$ cat src/rtl/alu_seq_ctrl.sv
// Sequencer for a shared 6-bit ripple ALU: single-cycle ADD/SUB/AND and a
// 6-iteration shift-add unsigned multiply, with valid/ready request and response.
module alu_seq_ctrl (
  input  logic        clk,
  input  logic        rst_n,
  input  logic        req_valid,
  output logic        req_ready,
  input  logic [1:0]  req_op,
  input  logic [5:0]  req_a,
  input  logic [5:0]  req_b,
  output logic        rsp_valid,
  input  logic        rsp_ready,
  output logic [11:0] rsp_result,
  output logic        rsp_carry,
  output logic [5:0]  alu_a,
  output logic [5:0]  alu_b,
  output logic        alu_carry_in,
  output logic [3:0]  alu_op,
  input  logic [5:0]  alu_result,
  input  logic        alu_carry_out
);

  // state | meaning
  // IDLE  | accepting a request
  // EXEC  | two cycles driving ALU for ADD/SUB/AND, capture on second edge
  // MUL   | cnt 0..5 shift-add iterations, cnt 6 publishes {P,Q}
  // RESP  | response held until rsp_ready
  typedef enum logic [1:0] {S_IDLE, S_EXEC, S_MUL, S_RESP} state_t;

  localparam logic [1:0] OP_ADD = 2'b00;
  localparam logic [1:0] OP_SUB = 2'b01;
  localparam logic [1:0] OP_MUL = 2'b10;
  localparam logic [1:0] OP_AND = 2'b11;

  localparam logic [3:0] ALU_AND = 4'b0000;
  localparam logic [3:0] ALU_ADD = 4'b0010;
  localparam logic [3:0] ALU_SUB = 4'b0110;

  state_t      state_q;
  logic [1:0]  op_q;
  logic [5:0]  p_q;
  logic [5:0]  q_q;
  logic [2:0]  cnt_q;
  logic        req_ready_q;
  logic        rsp_valid_q;
  logic [11:0] rsp_result_q;
  logic        rsp_carry_q;
  logic [5:0]  alu_a_q;
  logic [5:0]  alu_b_q;
  logic        alu_ci_q;
  logic [3:0]  alu_op_q;
  logic [11:0] pq_d;

  // One multiply step: add multiplicand when Q[0] is set, then shift {P,Q} right.
  always_comb begin
    pq_d = {1'b0, p_q, q_q[5:1]};
    if (q_q[0]) begin
      pq_d = {alu_carry_out, alu_result, q_q[5:1]};
    end
  end

  always_ff @(posedge clk or negedge rst_n) begin
    if (!rst_n) begin
      state_q      <= S_IDLE;
      op_q         <= OP_ADD;
      p_q          <= '0;
      q_q          <= '0;
      cnt_q        <= '0;
      req_ready_q  <= 1'b1;
      rsp_valid_q  <= 1'b0;
      rsp_result_q <= '0;
      rsp_carry_q  <= 1'b0;
      alu_a_q      <= '0;
      alu_b_q      <= '0;
      alu_ci_q     <= 1'b0;
      alu_op_q     <= ALU_ADD;
    end else begin
      case (state_q)
        S_IDLE: begin
          if (req_valid) begin
            op_q        <= req_op;
            cnt_q       <= '0;
            req_ready_q <= 1'b0;
            if (req_op == OP_MUL) begin
              state_q  <= S_MUL;
              p_q      <= '0;
              q_q      <= req_b;
              alu_a_q  <= '0;
              alu_b_q  <= req_a;
              alu_ci_q <= 1'b0;
              alu_op_q <= ALU_ADD;
            end else begin
              state_q  <= S_EXEC;
              alu_a_q  <= req_a;
              alu_b_q  <= req_b;
              alu_ci_q <= (req_op == OP_SUB);
              case (req_op)
                OP_SUB:  alu_op_q <= ALU_SUB;
                OP_AND:  alu_op_q <= ALU_AND;
                default: alu_op_q <= ALU_ADD;
              endcase
            end
          end
        end
        S_EXEC: begin
          if (cnt_q == 3'd0) begin
            cnt_q <= 3'd1;
          end else begin
            state_q      <= S_RESP;
            cnt_q        <= '0;
            rsp_valid_q  <= 1'b1;
            rsp_result_q <= {6'b0, alu_result};
            rsp_carry_q  <= (op_q != OP_AND) && alu_carry_out;
            alu_a_q      <= '0;
            alu_b_q      <= '0;
            alu_ci_q     <= 1'b0;
            alu_op_q     <= ALU_ADD;
          end
        end
        S_MUL: begin
          if (cnt_q == 3'd6) begin
            state_q      <= S_RESP;
            cnt_q        <= '0;
            rsp_valid_q  <= 1'b1;
            rsp_result_q <= {p_q, q_q};
            rsp_carry_q  <= 1'b0;
          end else begin
            p_q   <= pq_d[11:6];
            q_q   <= pq_d[5:0];
            cnt_q <= cnt_q + 3'd1;
            if (cnt_q == 3'd5) begin
              alu_a_q <= '0;
              alu_b_q <= '0;
            end else begin
              alu_a_q <= pq_d[11:6];
            end
          end
        end
        S_RESP: begin
          if (rsp_ready) begin
            state_q     <= S_IDLE;
            rsp_valid_q <= 1'b0;
            req_ready_q <= 1'b1;
          end
        end
        default: state_q <= S_IDLE;
      endcase
    end
  end

  assign req_ready    = req_ready_q;
  assign rsp_valid    = rsp_valid_q;
  assign rsp_result   = rsp_result_q;
  assign rsp_carry    = rsp_carry_q;
  assign alu_a        = alu_a_q;
  assign alu_b        = alu_b_q;
  assign alu_carry_in = alu_ci_q;
  assign alu_op       = alu_op_q;

endmodule

$ cat config.mk
export PLATFORM = sky130hd
export DESIGN_NAME = alu_seq_ctrl
export DESIGN_NICKNAME = d
export VERILOG_FILES = /design/src/rtl/alu_seq_ctrl.sv
export SDC_FILE = /design/constraint.sdc
export NUM_CORES = 1
export LEC_CHECK = 0
export CORE_MARGIN = 2
export CORE_UTILIZATION = 40
export CTS_CLUSTER_DIAMETER = 150
export DETAILED_ROUTE_END_ITERATION = 6
export GPL_TIMING_DRIVEN = 0
export PLACE_DENSITY = 0.77
export SKIP_CTS_REPAIR_TIMING = 1
export SYNTH_ARGS = -nofsm -noshare
export SYNTH_HDL_FRONTEND = slang
export SYNTH_SLANG_ARGS = --single-unit
$ cat constraint.sdc
create_clock -name clk -period 2.1 [get_ports clk]
set_input_delay 0.315 -clock clk [delete_from_list [all_inputs] [get_ports clk]]
set_output_delay 0.315 -clock clk [all_outputs]
set_load 0.02 [all_outputs]
==> load_flow_metrics.sql <==
INSERT INTO impl_metrics (metric_group, metric, value, unit) VALUES
('critical_path', 'reg_to_reg_setup_timing_slack', '0.10', 'ns'),
('drt', 'routed_wl', '5870', 'um'),
('drt', 'met1Wirelength', '2700', 'um'),
('critical_path', 'timing_worst_setup_path_type', 'flip-flop to flip-flop', ''),
('floorplanning', 'dieHeight', '83.5', 'um'),
('critical_path', 'crit_end', 'alu_a[0]', ''),
('placement', 'replace_congestion', '0.815', ''),
('sta', 'timing_worst_slew_pin_value', '0.524', 'ns'),
('yosys', 'ys_seq_elements', '48', ''),
('critical_path', 'critPathMaxStageDelay', '0.39', 'ns'),
('yosys', 'synth_unique_cells', '41', ''),
('cells_and_area', 'final_layout_size_suffix_gt1_share', '22.5', '%'),
('cts', 'cts.htree.levels', '2', ''),
('power', 'power.static_leakage', '1.49', 'nW'),
('global_route', 'grt_overflow', '0', ''),
('sta', 'layout_setup_ws', '0.102', 'ns'),
('global_route', 'grt_antenna_before_repair', '0', ''),
('cells_and_area', 'flow.area_growth_from_synthesis', '32.6', '%'),
('floorplanning', 'fp-row-count', '28', ''),
('sta', 'drv_slew', '0', ''),
('cells_and_area', 'layout.nets', '326', ''),
('critical_path', 'cpMaxStageDelayCell', 'dfrtp_1', ''),
('yosys', 'syn-cell-area', '0.00253', 'mm2'),
('cts', 'cts_tree', 'built', ''),
('power', 'fin_total_pwr', '5.18', 'mW'),
('sta', 'slew-limit-headroom', '65.1', '%'),
('global_route', 'first_global_vias', '2027', ''),
('floorplanning', 'die_area', '0.00697', 'mm2'),
('critical_path', 'maximum_fanout_along_the_worst_path', '8', ''),
('drt', 'maxUsedRoutingLayer', 'met4', ''),
('global_route', 'grt_first_pass_wirelength', '9770', 'um'),
('drt', 'routed_via_density', '5.27', ''),
('floorplanning', 'io_pins', '57', ''),
('drt', 'routed-wl-met3', '271', 'um'),
('cts', 'number_of_buffers_created_by_cts', '5', ''),
('sta', 'max_freq', '0.500', 'GHz'),
('cells_and_area', 'fin_util', '55.6', '%'),
('sta', 'fin_worst_skew', '0.00972', 'ns'),
('critical_path', 'ff2ff_path_depth', '8', ''),
('placement', 'pre_cts_ws', '-0.157', 'ns'),
('critical_path', 'rr_startpoint', 'state_q[0]', ''),
('drt', 'wl_per_cell', '15.7', 'um'),
('drt', 'met2_length', '2780', 'um'),
('placement', 'dp_hpwl', '4330', 'um'),
('cts', 'path_clk_slew', '0.09', 'ns'),
('cts', 'cts_sinks', '48', ''),
('hold_path', 'min_path_type', 'flip-flop to flip-flop', ''),
('cts', 'ctsRootBufferMaster', 'clkbuf_8', ''),
('sta', 'fin_crit_sh', '95.2', '%'),
('run', 'number_of_maximum_capacitance_violations', '0', ''),
('cells_and_area', 'antenna_cells_inserted', '0', ''),
('global_route', 'grt_max_degree', '28', ''),
('critical_path', 'reg2reg_to', 'alu_a[0]', ''),
('yosys', 'avgSynthCellArea', '11.1', 'um2'),
('floorplanning', 'placeableCoreArea', '0.00603', 'mm2'),
('critical_path', 'worstPathRequired', '2.30', 'ns'),
('cts', 'clock_tree.buffer_depth', '2', ''),
('placement', 'number_of_input_and_output_port_buffers_inserted', '54', ''),
('drt', 'antenna_left', '0', ''),
('floorplanning', 'start_util', '41.9', '%'),
('cts', 'clkLatencyLatePin', '0.31', 'ns'),
('sta', 'finalWorstPathRequiredPeriod', '2.00', 'ns'),
('yosys', 'synth_cells', '228', ''),
('yosys', 'yosys_warnings', '0', ''),
('drt', 'initialDrtViolationCount', '124', ''),
('power', 'pwr_dens', '1540', 'mW/mm2'),
('critical_path', 'arrival', '2.20', 'ns'),
('sta', 'setup_viol_count_final', '0', ''),
('power', 'maximum_vdd_drop', '0.627', 'mV'),
('critical_path', 'setup.worst_path.end_class', 'flip-flop', ''),
('critical_path', 'crit_path_start_kind', 'flip-flop', ''),
('critical_path', 'crit_start', 'state_q[0]', ''),
('global_route', 'grt_usage', '17.5', '%'),
('run_status', 'run_status', 'completed', ''),
('critical_path', 'worstPathCellList', 'inv_1 > ha_1 > nor2b_1 > or2_0 > buf_6 > nor3_4 > buf_4 > mux2_2', ''),
('drt', 'drc', '0', ''),
('drt', 'num_vias', '1965', ''),
('sta', 'final_hold_viol_count', '0', ''),
('floorplanning', 'dieWidth', '83.5', 'um'),
('drt', 'drt-pass1-iter-count', '4', ''),
('yosys', 'synth-seq-area-share', '47.6', '%');
==> how the worst min path moves through the flow <==
| stage | from | to | slack, ns | cells after the start |
|---|---|---|---|---|
| floorplan | rst_n | alu_a[0] | 0.02 | 0 |
| global placement | rsp_result[7] | rsp_result[7] | 0.49 | 1 |
| CTS | rst_n | alu_a[5] | -0.02 | 1 |
| global route | rsp_result[8] | rsp_result[8] | 0.53 | 1 |
| detailed placement | rst_n | rsp_valid | 0.32 | 1 |
| finish | rsp_result[8] | rsp_result[8] | 0.50 | 1 |
==> per-stage QoR <==
step / area, um2 / hold WS [ns] / setup TNS (ns) / instances
floorplan: 2530 / 0.0194 / 0 / 229
global placement: 3160 / 0.485 / -29.12 / 358
detailed placement: 3180 / 0.323 / -1.08 / 359
CTS: 3300 / -0.0188 / -0.160 / 367
global route: 3350 / 0.529 / -0.000357 / 373
finish: 3350 / 0.503 / 0 / 373
==> layout by cell type, fill, tap and decap left out, types with 6 or more instances in the layout <==
master / count
mux2_2: 27
dfrtp_1: 46
buf_4: 9
inv_1: 7
nand2_1: 34
clkdlybuf4s50_1: 53
mux2i_1: 9
a22o_1: 8
buf_2: 7
nor2_1: 8
a21oi_1: 13
o21ai_0: 12
mux2_4: 6
clkbuf_8: 6
==> sequential cells by signal, indices dropped and copies added, names as in the netlist <==
signal        flops
cnt_q             3
rsp_valid         1
op_q              2
rsp_result       12
alu_op            1
alu_carry_in      1
q_q               6
state_q           2
req_ready         1
p_q               6
rsp_carry         1
alu_a             6
alu_b             6
==> layout make-up <==
cell class / instances / area (um2)
clock buffer: 6 / 82.6
inverter: 7 / 26.3
timing repair buffer: 61 / 603
multi-input combinational: 157 / 1190
fill: 520 / 2680
buffer: 17 / 113
tap: 75 / 93.8
clock inverter: 2 / 38.8
sequential: 48 / 1200
==> critical path: cells and delay by family (launching register included) <==
kind                     cells  cell delay [ns]
adder cells (fa/ha/maj)      1             0.22
buffers and inverters        3             0.40
flip-flops                   1             0.39
multiplexers                 1             0.34
AND/OR/NAND/NOR              3             0.53
==> Yosys cell counts (all sizes together) <==
cell type,n,area (um2)
nand3,1,5.00
mux2i,9,90.1
conb,1,3.75
ha,4,50.1
dfrtp,46,1150
o311a,1,10.0
nand3b,4,30.0
inv,7,26.3
nor4b,2,32.5
nor2,8,30.0
nor3,3,26.3
o31ai,1,7.51
o21ai,13,65.1
a41oi,1,8.76
a21oi,13,65.1
nor2b,2,12.5
o41ai,1,8.76
and4b,1,10.0
o2bb2ai,5,43.8
nand2,34,128
a22o,8,70.1
nand4,1,6.26
or2,2,12.5
nor3b,1,7.51
a211o,1,8.76
a21o,1,7.51
nand2b,2,12.5
clkbuf,3,11.3
a2bb2o,1,10.0
a32o,1,10.0
dfstp,2,52.6
a211oi,1,20.0
buf,14,98.8
mux2,33,394
==> report_power, final <==
part	switching [mW]	internal, mW
registers	0.235	1.32
logic	1.43	1.46
clock network	0.332	0.390
total	2.00	3.18
==> routing by layer <==
| layer | global-route usage (%) | vias to the layer above |
|---|---|---|
| li1 | - | 942 |
| met1 | 22.6 | 957 |
| met2 | 28.4 | 56 |
| met3 | 4.45 | 10 |
| met4 | 6.74 | 0 |
| met5 | 0 | - |
==> kinds of logic (layout without fill, tap and decap cells) <==
kind of cell / count (synthesis) / after routing / synth area share [%]
simple gates: 61 / 61 / 12.4
compound gates: 48 / 48 / 13.3
flops: 48 / 48 / 47.6
mux: 42 / 42 / 19.2
buf+inv: 24 / 93 / 5.40
fa+ha+maj: 4 / 4 / 1.98
other cells: 1 / 2 / 0.148
Power figures use the tool's default switching activity.
